===== src/rtl/pipe_pkg.sv =====
// Shared types and constants for the pipeline-occupancy tracker.
package pipe_pkg;

   localparam int unsigned STAGES_DEF     = 3;
   localparam int unsigned LOAD_READY_DEF = 2;
   localparam int unsigned PERF_W         = 32;

   // Tag register fields are sized for the widest supported register index.
   localparam int unsigned TAG_AW = 8;
   localparam logic [TAG_AW-1:0] REG_ZERO = '0;

   typedef struct packed {
      logic              valid;
      logic [TAG_AW-1:0] rd;
      logic              we;
      logic              load;
      logic [TAG_AW-1:0] rs1;
      logic [TAG_AW-1:0] rs2;
      logic              use1;
      logic              use2;
   } slot_tag_t;

endpackage


===== src/rtl/pipe_match.sv =====
// Compares one source register against one slot tag; flags a producer hit and a load hit.
module pipe_match
   import pipe_pkg::*;
(
   input  logic              use_src,
   input  logic [TAG_AW-1:0] src,
   input  logic              valid,
   input  logic              we,
   input  logic              load,
   input  logic [TAG_AW-1:0] rd,
   output logic              hit,
   output logic              load_hit
);

   always_comb begin
      hit      = valid & we & (rd != REG_ZERO) & (rd == src) & use_src;
      load_hit = hit & load;
   end

endmodule


===== src/rtl/pipe_track.sv =====
// Pipeline-occupancy tracker: load-use stall, flush bubble and forward selects.
// Optional PIPE_TRACK_PERF_EN adds saturating stall/flush/retire counters.
module pipe_track
   import pipe_pkg::*;
#(
   parameter int unsigned STAGES     = STAGES_DEF,
   parameter int unsigned REG_AW     = 5,
   parameter int unsigned LOAD_READY = LOAD_READY_DEF,
   parameter int unsigned SW         = $clog2(STAGES)
)(
   input  logic              clk,
   input  logic              rst,
   input  logic              issue_valid,
   input  logic [REG_AW-1:0] issue_rd,
   input  logic              issue_we,
   input  logic              issue_load,
   input  logic [REG_AW-1:0] issue_rs1,
   input  logic [REG_AW-1:0] issue_rs2,
   input  logic              issue_use1,
   input  logic              issue_use2,
   input  logic              flush,
   input  logic              hold,
   output logic              stall,
   output logic [SW-1:0]     fwd_rs1,
   output logic [SW-1:0]     fwd_rs2,
   output logic [STAGES-1:0] slot_valid,
   output logic              wb_valid,
   output logic              wb_we,
   output logic [REG_AW-1:0] wb_rd,
   output logic              busy
`ifdef PIPE_TRACK_PERF_EN
   ,
   output logic [PERF_W-1:0] perf_stall,
   output logic [PERF_W-1:0] perf_flush,
   output logic [PERF_W-1:0] perf_retire
`endif
);

   slot_tag_t             slot_q [STAGES];
   slot_tag_t             slot_d [STAGES];
   slot_tag_t             issue_tag;
   logic [STAGES-1:0]     stall_vec;
   logic [STAGES-1:1]     fwd1_ok;
   logic [STAGES-1:1]     fwd2_ok;

   always_comb begin
      issue_tag       = '0;
      issue_tag.valid = issue_valid;
      issue_tag.rd    = TAG_AW'(issue_rd);
      issue_tag.we    = issue_we;
      issue_tag.load  = issue_load;
      issue_tag.rs1   = TAG_AW'(issue_rs1);
      issue_tag.rs2   = TAG_AW'(issue_rs2);
      issue_tag.use1  = issue_use1;
      issue_tag.use2  = issue_use2;
   end

   // Decode sources against loads too young to forward.
   for (genvar k = 0; k < STAGES; k++) begin : g_issue
      if (k + 1 < LOAD_READY) begin : g_chk
         logic h1, l1, h2, l2;
         pipe_match u_m1 (
            .use_src(issue_use1), .src(issue_tag.rs1),
            .valid(slot_q[k].valid), .we(slot_q[k].we), .load(slot_q[k].load), .rd(slot_q[k].rd),
            .hit(h1), .load_hit(l1));
         pipe_match u_m2 (
            .use_src(issue_use2), .src(issue_tag.rs2),
            .valid(slot_q[k].valid), .we(slot_q[k].we), .load(slot_q[k].load), .rd(slot_q[k].rd),
            .hit(h2), .load_hit(l2));
         assign stall_vec[k] = (h1 & l1) | (h2 & l2);
      end else begin : g_none
         assign stall_vec[k] = 1'b0;
      end
   end

   // Slot-0 sources against older producers; young loads are never legal sources.
   for (genvar k = 1; k < STAGES; k++) begin : g_fwd
      localparam logic LD_EXCL = (k < LOAD_READY);
      logic h1, l1, h2, l2;
      pipe_match u_f1 (
         .use_src(slot_q[0].valid & slot_q[0].use1), .src(slot_q[0].rs1),
         .valid(slot_q[k].valid), .we(slot_q[k].we), .load(slot_q[k].load), .rd(slot_q[k].rd),
         .hit(h1), .load_hit(l1));
      pipe_match u_f2 (
         .use_src(slot_q[0].valid & slot_q[0].use2), .src(slot_q[0].rs2),
         .valid(slot_q[k].valid), .we(slot_q[k].we), .load(slot_q[k].load), .rd(slot_q[k].rd),
         .hit(h2), .load_hit(l2));
      assign fwd1_ok[k] = h1 & ~(l1 & LD_EXCL);
      assign fwd2_ok[k] = h2 & ~(l2 & LD_EXCL);
   end

   always_comb begin
      stall = issue_valid & ~flush & (|stall_vec);
   end

   // Scan oldest to youngest so the youngest producer wins.
   always_comb begin
      fwd_rs1 = '0;
      fwd_rs2 = '0;
      for (int k = STAGES - 1; k >= 1; k--) begin
         if (fwd1_ok[k]) fwd_rs1 = SW'(k);
         if (fwd2_ok[k]) fwd_rs2 = SW'(k);
      end
   end

   always_comb begin
      slot_d = slot_q;
      if (!hold) begin
         for (int i = STAGES - 1; i >= 1; i--) slot_d[i] = slot_q[i-1];
         slot_d[0] = '0;
         if (!flush && !stall && issue_valid) slot_d[0] = issue_tag;
      end
   end

   always_ff @(posedge clk or posedge rst) begin
      if (rst) begin
         for (int i = 0; i < STAGES; i++) slot_q[i] <= '0;
      end else begin
         slot_q <= slot_d;
      end
   end

   always_comb begin
      for (int i = 0; i < STAGES; i++) slot_valid[i] = slot_q[i].valid;
      busy     = |slot_valid;
      wb_valid = slot_q[STAGES-1].valid;
      wb_we    = slot_q[STAGES-1].valid & slot_q[STAGES-1].we;
      wb_rd    = slot_q[STAGES-1].valid ? REG_AW'(slot_q[STAGES-1].rd) : '0;
   end

`ifdef PIPE_TRACK_PERF_EN
   logic [PERF_W-1:0] perf_stall_q, perf_stall_d;
   logic [PERF_W-1:0] perf_flush_q, perf_flush_d;
   logic [PERF_W-1:0] perf_retire_q, perf_retire_d;

   // Saturating event counters, frozen while the pipe is held.
   always_comb begin
      perf_stall_d  = perf_stall_q;
      perf_flush_d  = perf_flush_q;
      perf_retire_d = perf_retire_q;
      if (!hold) begin
         if (stall && perf_stall_q != '1)     perf_stall_d  = perf_stall_q + PERF_W'(1);
         if (flush && perf_flush_q != '1)     perf_flush_d  = perf_flush_q + PERF_W'(1);
         if (wb_valid && perf_retire_q != '1) perf_retire_d = perf_retire_q + PERF_W'(1);
      end
   end

   always_ff @(posedge clk or posedge rst) begin
      if (rst) begin
         perf_stall_q  <= '0;
         perf_flush_q  <= '0;
         perf_retire_q <= '0;
      end else begin
         perf_stall_q  <= perf_stall_d;
         perf_flush_q  <= perf_flush_d;
         perf_retire_q <= perf_retire_d;
      end
   end

   assign perf_stall  = perf_stall_q;
   assign perf_flush  = perf_flush_q;
   assign perf_retire = perf_retire_q;
`endif

endmodule


===== config.mk =====
export PLATFORM = sky130hd
export DESIGN_NAME = pipe_track
export DESIGN_NICKNAME = d
export VERILOG_FILES = /design/src/rtl/pipe_pkg.sv /design/src/rtl/pipe_match.sv /design/src/rtl/pipe_track.sv
export SDC_FILE = /design/constraint.sdc
export NUM_CORES = 1
export LEC_CHECK = 0
export ABC_CLOCK_PERIOD_IN_PS = 2000
export CORE_UTILIZATION = 46
export DETAILED_ROUTE_END_ITERATION = 10
export PLACE_DENSITY = 0.77
export SLEW_MARGIN = 20
export SYNTH_ARGS = -nofsm -noshare
export SYNTH_HDL_FRONTEND = slang
export SYNTH_SLANG_ARGS = --single-unit

===== constraint.sdc =====
create_clock -name clk -period 2 [get_ports clk]
set_clock_uncertainty 0.05 [all_clocks]
set_input_delay 0.5 -clock clk [delete_from_list [all_inputs] [get_ports clk]]
set_output_delay 0.5 -clock clk [all_outputs]
set_load 0.01 [all_outputs]

# Word level (Yosys, flattened, before mapping)
# Index checks and enable logic that the tools add are counted.
# word_totals
register_bits	50
elab_cells	69
# op_classes
bitwise_logic	34
n_reduce_logical	8
n_eq_ne	6
n_mux	6
# op_table
op	n
== test 8 bit	4
bitwise AND 1 bit	30
two-way mux 29 bit	1
nonzero test 8 bit	3
== test 8 x 5 -> 1 bit	2
two-way mux 2 bit	4
two-way mux 5 bit	1
inverter 1 bit	3
OR reduction 3 bit	1
logical AND 1 bit	2
logical NOT 1 bit	2
OR 1 bit	1

# Longest topological paths before layout
# Gate-level depths: netlist of the first run.
# depth
depth_word	12
ltp_mapped	6
ltp_nobuf	4

# By module
# From an unflattened synthesis of the first run, not the netlist that was laid out.
# hier_totals
cells_unflattened	244
hier_area_um2	2532.4
# modules_own_cells
mod	seq_area_each_um2	cells_per_inst	instances	area_per_inst_um2
pipe_track	900.9	142	1	1766.7
pipe_match	0.0	17	6	127.6

# Worst setup path after synthesis of the first run
# Ideal clock, no wire load.
# synth_timing
kind	flip-flop to output port
start	register slot_q[52] (netlist bit)
end	output fwd_rs1[1]
required_ps	1450
t_arrival_ps	1454
setup_slack_ps	-4
stages_incl_launch_ff	5
path_cell_list	dfrtp_1 -> or4_1 -> o2111ai_1 -> nor4_1 -> nor2_1
# synth_via
elab_chain_len	8
# synth_lines
element	line_no	text
start, declared	pipe_track.sv:39	slot_tag_t slot_q [STAGES];
start signal, assigned	pipe_track.sv:119	slot_q <= slot_d;
nonzero test 8 bit	pipe_match.sv:16	hit = valid & we & (rd != REG_ZERO) & (rd == src) & use_src;
bitwise AND 1 bit	pipe_match.sv:16	
bitwise AND 1 bit (*) (2 in a row)	pipe_match.sv:16	
bitwise AND 1 bit	pipe_match.sv:17	load_hit = hit & load;
inverter 1 bit	pipe_track.sv:88	assign fwd1_ok[k] = h1 & ~(l1 & LD_EXCL);
bitwise AND 1 bit (*)	pipe_track.sv:88	
two-way mux 2 bit (*)	pipe_track.sv:101	if (fwd1_ok[k]) fwd_rs1 = SW'(k);
end, declared	pipe_track.sv:24	output logic [SW-1:0] fwd_rs1,
# Every way passes the cells marked *; elsewhere a longest branch is shown, timed or not.

# Worst setup path in the final report of the first run
# layout_timing
start	register slot_q[53] (netlist bit)
end	output fwd_rs1[0]
# Same word-level chain as after synthesis.

==> results of run 1 <==
==> through the flow <==
| stage | hold WS (ps) | power [W] | util (%) | setup TNS (ps) | cell area [um^2] |
|---|---|---|---|---|---|
| 6_report | 465 | 0.00232 | 74.6 | -2020 | 3030 |
| 4_1_cts | 469 | 0.00230 | 72.6 | -1920 | 2950 |
| 2_1_floorplan | 407 | 0.00118 | - | 0 | 1960 |
| 3_5_place_dp | 443 | 0.00148 | 66.8 | -4950 | 2710 |
| 3_3_place_gp | 440 | 0.00146 | 66.8 | -4380 | 2710 |
| 5_1_grt | 482 | 0.00244 | 74.6 | -2360 | 3030 |
==> cell usage after synthesis <==
| master | number |
|---|---|
| sky130_fd_sc_hd__mux2_2 | 15 |
| sky130_fd_sc_hd__clkbuf_1 | 4 |
| sky130_fd_sc_hd__buf_2 | 5 |
| sky130_fd_sc_hd__o2111ai_1 | 1 |
| sky130_fd_sc_hd__xor2_1 | 4 |
| sky130_fd_sc_hd__xnor2_1 | 26 |
| sky130_fd_sc_hd__o2111ai_2 | 1 |
| sky130_fd_sc_hd__and2_1 | 6 |
| sky130_fd_sc_hd__o21ai_0 | 16 |
| sky130_fd_sc_hd__or4_1 | 5 |
| sky130_fd_sc_hd__o31ai_1 | 1 |
| sky130_fd_sc_hd__nand4_1 | 6 |
| sky130_fd_sc_hd__nor3b_1 | 1 |
| sky130_fd_sc_hd__nor4_1 | 2 |
| sky130_fd_sc_hd__a22oi_1 | 1 |
| sky130_fd_sc_hd__o22ai_1 | 1 |
| sky130_fd_sc_hd__nand2_1 | 23 |
| sky130_fd_sc_hd__inv_1 | 2 |
| sky130_fd_sc_hd__or3_1 | 1 |
| sky130_fd_sc_hd__nor2_1 | 3 |
| sky130_fd_sc_hd__nand2b_1 | 1 |
| sky130_fd_sc_hd__o21ai_1 | 4 |
| sky130_fd_sc_hd__a32oi_1 | 19 |
| sky130_fd_sc_hd__dfrtp_1 | 35 |
| sky130_fd_sc_hd__buf_1 | 1 |
| sky130_fd_sc_hd__buf_6 | 2 |
| sky130_fd_sc_hd__buf_4 | 3 |
==> metal layers <==
layer / vias to the layer above / GRT usage [%] / routed length [um]
met2: 84 / 45.6 / 2900
met3: 10 / 6.93 / 321
li1: 877 / - / -
met4: 0 / 10.6 / 72
met5: - / 0 / 0
met1: 892 / 33.2 / 2380
==> layout make-up <==
| class | count | area (um^2) |
|---|---|---|
| clock inverters | 3 | 67.6 |
| clock buffers | 5 | 68.8 |
| flip-flops and latches | 35 | 882 |
| inverters | 2 | 7.51 |
| repair buffers | 99 | 852 |
| fillers | 284 | 1030 |
| well taps | 50 | 62.6 |
| multi-input cells | 137 | 1090 |
==> kinds of logic after synthesis <==
logic type	Yosys count	synth area share, %
xor gates and xnor gates	30	13.4
AOI/OAI and AO/OA	44	15.9
and+or+nand+nor	48	12.4
muxes	15	8.63
buffers and inverters	17	4.92
DFF	35	44.7
==> worst paths after layout <==
path	start	to	slack (ps)	depth (start not counted)
max in group asynchronous	rst	slot_q[78]$_DFFE_PP0N_	1000	3
hold / removal	slot_q[19]$_DFFE_PP0N_	slot_q[19]$_DFFE_PP0N_	460	1
min in group asynchronous	rst	slot_q[23]$_DFFE_PP0N_	560	3
setup / recovery	slot_q[53]$_DFFE_PP0N_	fwd_rs1[0]	-450	6
setup reg to reg	slot_q[81]$_DFFE_PP0N_	slot_q[63]$_DFFE_PP0N_	120	6
hold reg to reg	slot_q[19]$_DFFE_PP0N_	slot_q[19]$_DFFE_PP0N_	460	1
==> power by group through the flow <==
| stage | logic [W] | clock network [W] | registers, W |
|---|---|---|---|
| 4_1_cts | 0.000632 | 0.000779 | 0.000887 |
| 5_1_grt | 0.000723 | 0.000814 | 0.000904 |
| 6_report | 0.000667 | 0.000766 | 0.000892 |
| 3_5_place_dp | 0.000583 | 0 | 0.000900 |
| 3_3_place_gp | 0.000569 | 0 | 0.000892 |
| 2_1_floorplan | 0.000289 | 0 | 0.000893 |
==> sequential cells by signal, summed over array words and instances (netlist names) <==
name / count
slot_q: 32
wb_valid: 1
slot_valid: 2
==> what timing repair did <==
action | CTS | global route
pin swaps | 7 | 6
resized for setup | 52 | 13
cloned | 0 | 0
setup buffers | 8 | 6
setup endpoints to repair | 11 | 7
hold endpoints to repair | 0 | 0
==> impl_metrics.yaml, run 1 <==
routing:
  antenna_left: 0
  route.final.wire_length_um: 5670
  drt-vias-per-instance: 5.63
  detailroute.via_count: 1863
  drt_iter0_markers: 146
  detailedRoute.firstPassIterationCount: 4
  post_drt_wl_per_cell_um: 17.1
  drcViolationCount: 0
synth:
  top_area_cells_in_the_synthesized_netlist: "sky130_fd_sc_hd__dfrtp_1 45%, sky130_fd_sc_hd__xnor2_1 12%, sky130_fd_sc_hd__mux2_2 8.6%, sky130_fd_sc_hd__a32oi_1 8.5%, sky130_fd_sc_hd__nand2_1 4.4%"
  syn_inst: 189
  number_of_synthesized_register_bits: 35
  synth_seq_area_share_pct: 44.7
  synthesis.area_per_instance_um2: 10.4
  share_of_yosys_cell_area_claimed_by_the_top_area_cell_type_pct: 44.7
  synth_largest_area_cell: "sky130_fd_sc_hd__dfrtp_1"
  yosys.cell_types.count: 27
  synthesis.area_um2: 1960
  mappedNetlistNets: 213
  number_of_warnings_reported_in_the_yosys_synthesis_log: 0
place:
  pre_cts_slack_ps: -848
  final_weighted_congestion_of_routability_driven_global_placement: 0.888
  dp_hpwl_um: 3640
  numPortBuffers: 39
  place_inst: 311
setup_path:
  path_cells: "or4_4 > o2111ai_4 > buf_6 > nor4_4 > buf_4 > buf_6"
  worst-path-max-fanout: 2
  criticalPathCategory: "reg -> out"
  cp.arrival_ps: 1900
  cpMaxStageDelayCell: "sky130_fd_sc_hd__or4_4"
  setup.worst_path.end_class: "output port"
  most_prevalent_standard_cell_on_the_critical_path: "sky130_fd_sc_hd__buf_6"
  worst-endpoint-required_ps: 1450
  cp_slowest_stage_delay_ps: 570
  cp.buffers_inverters: 3
  crit_family: "simple AND/OR/NAND/NOR gates"
  critPathLaunchType: "flip-flop"
die:
  die-area_um2: 4520
  chipHeight_um: 67.2
  core-area_um2: 4060
  start_util_pct: 48.3
  io_pins: 40
  chipWidth_um: 67.2
  core.rowCount: 23
layout:
  mostFrequentLayoutCell: "sky130_fd_sc_hd__buf_4"
  drive_gt1_share_pct: 38.1
  nNetsFinal: 304
  finish.cell_count_without_fillers: 331
  areaGrowthSynthToFinish_pct: 54.6
  antenna_cells_inserted: 0
  most-common-layout-cells: "53 x sky130_fd_sc_hd__buf_4, 30 x sky130_fd_sc_hd__dfrtp_1, 23 x sky130_fd_sc_hd__nand2_1"
clock_network:
  clock-root-buffer: "sky130_fd_sc_hd__clkbuf_8"
  postCtsHoldBufs: 0
  cts_max_path_buffers: 2
  clk_latency_ps: 290
  clock_sink_count: 35
  cts_tree: "yes"
  cts_htree_levels: 2
  cts_inserted_buffers: 5
  cts.reportedPaths.clkPinSlew_ps: 80
grt:
  grt_start_max_net_pins: 36
  grt_use_total_pct: 27.2
  grt_first_pass_wirelength_um: 8820
  gr-total-overflow: 0
  number_of_global_route_vias_before_repair: 1840
  antenna_found_initial: 0
pwr:
  cellLeakagePower_nw: 1.32
  vdd_ir_drop_max_uv: 504
  p_switching_w: 0.000648
  share_seq_of_total_power_pct: 38.4
  p_per_area_nw_per_um2: 768
  internal_power_w: 0.00168
  sw_frac_of_total_pct: 27.9
  clkPwrFrac_pct: 33.0
  combinational_power_share_pct: 28.7
timing:
  unrepaired_setup_endpoints_after_global_routing: "true"
  max_freq_ghz: 0.408
  fin_crit_sh_pct: 123
  final-setup-viol-count: 5
  final_period_minus_worst_setup_slack_ps: 2450
  timing.final.max_slew_violations: 0
  max-slew-margin-rel_pct: 69.8
  setup_ws_ps: -452
  final-hold-violation-count: 0
  actual_transition_at_the_worst_max_transition_pin_ps: 453
worst_hold_path:
  holdCritPathClass: "reg -> reg"
run_status:
  violations: "setup timing"
  run_status: "complete, but fails checks"
flow_run:
  drv_cap: 0
Power figures use the tool's default switching activity.
==> run 2: changes to the inputs <==
--- a/config.mk
+++ b/config.mk
@@ -5,10 +5,12 @@
 export SDC_FILE = /design/constraint.sdc
 export NUM_CORES = 1
 export LEC_CHECK = 0
+export ABC_AREA = 0
 export ABC_CLOCK_PERIOD_IN_PS = 2000
 export CORE_UTILIZATION = 46
 export DETAILED_ROUTE_END_ITERATION = 10
 export PLACE_DENSITY = 0.77
+export SETUP_SLACK_MARGIN = 0.4
 export SLEW_MARGIN = 20
 export SYNTH_ARGS = -nofsm -noshare
 export SYNTH_HDL_FRONTEND = slang
==> run 2 against run 1 <==
The flow still finishes with violations (setup timing); maximum frequency grew 0.16%; setup slack gained 4.0 ps; cell area grew 3.1%; power shrank 0.91%; non-clock buffer count grew 6; global-route usage shrank 0.71 points; wire length shrank 3.1%; clock power shrank 13%; via count grew 0.59%; largest power group unchanged.
==> impl_metrics.yaml, run 2 (same netlist as run 1, synthesis figures left out) <==
pwr:
  vdd_ir_drop_max_uv: 479
  share_seq_of_total_power_pct: 38.8
  combinational_power_share_pct: 32.1
  internal_power_w: 0.00165
  p_switching_w: 0.000659
  clkPwrFrac_pct: 29.0
  sw_frac_of_total_pct: 28.6
  cellLeakagePower_nw: 1.38
  p_per_area_nw_per_um2: 738
timing:
  final-hold-violation-count: 0
  timing.final.max_slew_violations: 0
  final_period_minus_worst_setup_slack_ps: 2450
  fin_crit_sh_pct: 122
  final-setup-viol-count: 6
  unrepaired_setup_endpoints_after_global_routing: "true"
  actual_transition_at_the_worst_max_transition_pin_ps: 442
  worst_hold_slack_ps: 481
  setup-tns-final_ps: -2220
  max-slew-margin-rel_pct: 70.5
  max_freq_ghz: 0.408
  setup_ws_ps: -448
grt:
  gr-total-overflow: 0
  antenna_found_initial: 0
  grt_start_max_net_pins: 40
  number_of_global_route_vias_before_repair: 1713
  grt_first_pass_wirelength_um: 8700
  grt_use_total_pct: 26.4
layout:
  drive_gt1_share_pct: 43.2
  postLayoutCellArea_um2: 3120
  nNetsFinal: 310
  largest_reg_flops: 32
  antenna_cells_inserted: 0
  most-common-layout-cells: "49 x sky130_fd_sc_hd__buf_4, 32 x sky130_fd_sc_hd__dfrtp_1, 26 x sky130_fd_sc_hd__xnor2_1"
  max_flop_register: "slot_q"
  mostFrequentLayoutCell: "sky130_fd_sc_hd__buf_4"
  areaGrowthSynthToFinish_pct: 59.5
setup_path:
  critPathLaunchType: "flip-flop"
  worst-path-max-fanout: 2
  cp.arrival_ps: 1900
  criticalPathCategory: "reg -> out"
  worst_setup_path_startpoint: "slot_q[49]$_DFFE_PP0N_"
  critical_path.reg2reg.startpoint: "slot_q[81]$_DFFE_PP0N_"
  setup.worst_path.end_class: "output port"
  worst-endpoint-required_ps: 1450
worst_hold_path:
  holdCritStartpoint: "issue_rs2[0]"
  holdCritPathClass: "in -> reg"
clock_network:
  cts_tree: "yes"
  cts_htree_levels: 2
  clk_latency_ps: 290
  cts_inserted_buffers: 5
  clock-root-buffer: "sky130_fd_sc_hd__clkbuf_8"
  cts.reportedPaths.clkPinSlew_ps: 70
  cts_max_path_buffers: 2
  postCtsHoldBufs: 0
  clock_sink_count: 35
die:
  chipHeight_um: 67.2
  chipWidth_um: 67.2
  core.rowCount: 23
  io_pins: 40
  die-area_um2: 4520
  start_util_pct: 48.3
  core-area_um2: 4060
routing:
  route.final.wire_length_um: 5500
  drcViolationCount: 0
  drt-vias-per-instance: 5.56
  detailedRoute.firstPassIterationCount: 4
  post_drt_wl_per_cell_um: 16.3
  detailroute.via_count: 1874
  drt_iter0_markers: 76
  antenna_left: 0
flow_run:
  drv_cap: 0
run_status:
  run_status: "complete, but fails checks"
  violations: "setup timing"
place:
  numPortBuffers: 39
  dpl_cell_area_um2: 2750
  dp_hpwl_um: 3640
  final_weighted_congestion_of_routability_driven_global_placement: 0.889
  pre_cts_slack_ps: -834
==> run 2: changes by cell type in the layout (fill, tap and decap cells not counted), sizes merged <==
cell	delta
clkinv	+1
clkdlybuf4s50	+2
dlygate4sd2	-14
clkbuf	+1
buf	+16
bufinv	-1
clkinvlp	-1
dlymetal6s2s	+2
==> run 2: power groups by stage <==
stage               sequential, W  clock [W]  combinational (W)
floorplan                0.000895          0           0.000300
global placement         0.000895          0           0.000589
detailed placement       0.000900          0           0.000609
CTS                      0.000891   0.000675           0.000711
global route             0.000907   0.000708           0.000796
finish                   0.000894   0.000669           0.000740
==> run 2: worst paths after layout <==
kind / endpoint / slack (ps) / depth (start not counted)
setup / recovery: fwd_rs1[0] / -450 / 6
hold / removal: slot_q[60]$_DFFE_PP0N_ / 480 / 3
setup reg to reg: slot_q[63]$_DFFE_PP0N_ / 110 / 6
hold reg to reg: slot_q[47]$_DFFE_PP0N_ / 520 / 1
max in group asynchronous: wb_valid$_DFFE_PP0N_ / 1010 / 3
min in group asynchronous: slot_q[23]$_DFFE_PP0N_ / 550 / 3
==> run 2: worst max-delay path: stages (launching register included) <==
cell and delay [ps]:
sky130_fd_sc_hd__dfrtp_1 400, sky130_fd_sc_hd__or4_4 560, sky130_fd_sc_hd__o2111ai_4 230, sky130_fd_sc_hd__buf_6 140, sky130_fd_sc_hd__nor4_4 40, sky130_fd_sc_hd__buf_4 130, sky130_fd_sc_hd__buf_6 110
==> run 2: per-stage QoR <==
stage	util [%]	power (W)	cells
floorplan	-	0.00120	189
global placement	67.8	0.00148	313
detailed placement	67.8	0.00151	313
CTS	75.1	0.00228	335
global route	77.0	0.00241	337
finish	77.0	0.00230	337
==> run 2: timing repair <==
action	4_1_cts	5_1_grt
setup buffers	13	2
pin swaps	6	6
gates resized for setup	95	17
endpoints found under the setup margin	36	36
cloned	1	0
==> run 2: routing by layer <==
layer	GRT usage (%)	up-vias	share of wire [%]
met5	0	-	0
met4	5.85	0	1.2
met3	5.74	6	6.2
met2	44.3	73	51
met1	34.9	908	42
li1	-	887	-
==> run 2: cell type report <==
class                           instances  area [um^2]
Multi-Input combinational cell        137         1090
Timing Repair Buffer                  105          963
Fill cell                             263          935
Sequential cell                        35          880
Clock buffer                            6         82.6
Tap cell                               50         62.6
Clock inverter                          2         35.0
Inverter                                2         7.51
==> run 3: changes to the inputs <==
--- a/config.mk
+++ b/config.mk
@@ -7,6 +7,7 @@
 export LEC_CHECK = 0
 export ABC_AREA = 0
 export ABC_CLOCK_PERIOD_IN_PS = 2000
+export CORE_MARGIN = 2
 export CORE_UTILIZATION = 46
 export DETAILED_ROUTE_END_ITERATION = 10
 export PLACE_DENSITY = 0.77
==> run 3 against run 2 <==
The flow still finishes with violations (setup timing); via count increased by 11%; core utilization is 9.5 points higher; sequential power up 2%; combinational power increased by 26%; setup slack worse by 4.8 ps; sequential cell count is the same; register-to-register slack lost 290 ps; largest cell class unchanged; power grew 3.8%; die area increased by 6.0%.
==> impl_metrics.yaml, run 3 (same netlist as run 1, synthesis figures left out) <==
layout:
  most-common-layout-cells: "48 x sky130_fd_sc_hd__buf_4, 38 x sky130_fd_sc_hd__buf_6, 30 x sky130_fd_sc_hd__dfrtp_1"
  postLayoutCellArea_um2: 3510
  drive_gt1_share_pct: 55.6
  max_flop_register: "slot_q"
  nNetsFinal: 327
  largest_reg_flops: 32
  fin_util_pct: 86.4
  antenna_cells_inserted: 0
  mostFrequentLayoutCell: "sky130_fd_sc_hd__buf_4"
  finish.cell_count_without_fillers: 354
  areaGrowthSynthToFinish_pct: 79.1
pwr:
  cellLeakagePower_nw: 1.54
  vdd_ir_drop_max_uv: 530
  p_per_area_nw_per_um2: 682
die:
  io_pins: 40
  chipWidth_um: 69.2
  core-area_um2: 4060
  die-area_um2: 4790
  core.rowCount: 23
  chipHeight_um: 69.2
  start_util_pct: 48.3
place:
  pre_cts_slack_ps: -817
  numPortBuffers: 39
  dp_hpwl_um: 3860
  final_weighted_congestion_of_routability_driven_global_placement: 0.851
  dpl_cell_area_um2: 2750
  place_inst: 315
timing:
  actual_transition_at_the_worst_max_transition_pin_ps: 456
  max-slew-margin-rel_pct: 69.6
  max_freq_ghz: 0.408
  final-setup-viol-count: 31
  final_period_minus_worst_setup_slack_ps: 2450
  setup_ws_ps: -453
  unrepaired_setup_endpoints_after_global_routing: "true"
  fin_crit_sh_pct: 123
  timing.final.max_slew_violations: 0
  final-hold-violation-count: 0
clock_network:
  clk_latency_ps: 310
  cts.reportedPaths.clkPinSlew_ps: 80
  cts_htree_levels: 2
  cts_inserted_buffers: 5
  clock-root-buffer: "sky130_fd_sc_hd__clkbuf_8"
  cts_tree: "yes"
  clock_sink_count: 35
  cts_max_path_buffers: 2
grt:
  gr-total-overflow: 0
  grt_use_total_pct: 31.2
  grt_first_pass_wirelength_um: 11500
  number_of_global_route_vias_before_repair: 2186
  antenna_found_initial: 0
  grt_start_max_net_pins: 36
routing:
  route.final.wire_length_um: 7480
  detailedRoute.firstPassIterationCount: 5
  antenna_left: 0
  post_drt_wl_per_cell_um: 21.1
  drcViolationCount: 0
  drt_iter0_markers: 177
  drt-vias-per-instance: 5.89
  detailroute.via_count: 2085
setup_path:
  criticalPathCategory: "reg -> out"
  critPathLaunchType: "flip-flop"
  path_cells: "or4_4 > o2111ai_4 > buf_6 > nor4_4 > nor2_1 > buf_2"
  worst-path-max-fanout: 2
  cp_slowest_stage_delay_ps: 550
  cpMaxStageDelayCell: "sky130_fd_sc_hd__or4_4"
  reg2reg_depth: 13
  cp.arrival_ps: 1900
  setup.worst_path.end_class: "output port"
  worst-endpoint-required_ps: 1450
worst_hold_path:
  holdCritPathClass: "in -> async"
flow_run:
  drv_cap: 0
run_status:
  run_status: "complete, but fails checks"
  violations: "setup timing"
[run 3: cell types whose count changed in the layout (fill, tap and decap cells not counted), moves of 6 or more]
cell,before,now
sky130_fd_sc_hd__xnor2_1,26,20
sky130_fd_sc_hd__xnor2_2,0,6
sky130_fd_sc_hd__o21ai_1,20,0
sky130_fd_sc_hd__clkdlybuf4s50_1,20,13
sky130_fd_sc_hd__o21ai_2,0,18
sky130_fd_sc_hd__buf_6,22,38
sky130_fd_sc_hd__dlygate4sd2_1,0,10
[run 3: worst max-delay path: cells and delay by family (launching register included)]
| kind | cells | cell delay [ps] |
|---|---|---|
| compound gates | 1 | 230 |
| simple gates | 3 | 700 |
| buf+inv | 2 | 290 |
| flops | 1 | 390 |
[run 3: final timing paths]
check                                        from                     end  slack [ps]
setup reg to reg           slot_q[82]$_DFFE_PP0N_  slot_q[80]$_DFFE_PP0N_        -180
hold reg to reg            slot_q[47]$_DFFE_PP0N_  slot_q[47]$_DFFE_PP0N_         540
min in group clk           slot_q[47]$_DFFE_PP0N_  slot_q[47]$_DFFE_PP0N_         540
hold / removal                                rst  slot_q[19]$_DFFE_PP0N_         530
max in group asynchronous                     rst  slot_q[79]$_DFFE_PP0N_        1000
setup / recovery           slot_q[52]$_DFFE_PP0N_              fwd_rs2[1]        -450
[run 3: routing by layer]
metal | global-route usage [%] | share of wire, % | up-vias
met2 | 51.4 | 52 | 103
met4 | 14.8 | 3.8 | 0
met3 | 7.70 | 6.5 | 28
li1 | - | - | 921
met1 | 38.3 | 38 | 1033
met5 | 0 | 0 | -
[run 3: repair_timing]
item / 4_1_cts / 5_1_grt
hold buffers: 0 / 0
resized for setup: 154 / 17
pin swaps: 27 / 11
setup endpoints to repair: 36 / 39
endpoints found under the hold margin: 0 / 0
cloned: 4 / 0
buffers inserted: 23 / 4
[run 3: through the flow]
stage	hold WS, ps	setup TNS (ps)	total power, W
floorplan	413	0	0.00120
global placement	433	-3430	0.00149
detailed placement	446	-3910	0.00151
CTS	481	-2460	0.00227
global route	559	-7440	0.00250
finish	534	-5130	0.00239
[run 3: final cells by class]
cell class	instances	area, um^2
Tap cell	50	62.6
Timing Repair Buffer	122	1230
Fill cell	197	551
Inverter	2	7.51
Multi-Input combinational cell	137	1230
Sequential cell	35	882
Clock inverter	1	5.00
Clock buffer	7	86.3
[run 3: power breakdown]
group	switching (W)	internal, W
clock	0.000273	0.000278
sequential	0.000113	0.000795
combinational	0.000381	0.000552
total	0.000766	0.00162
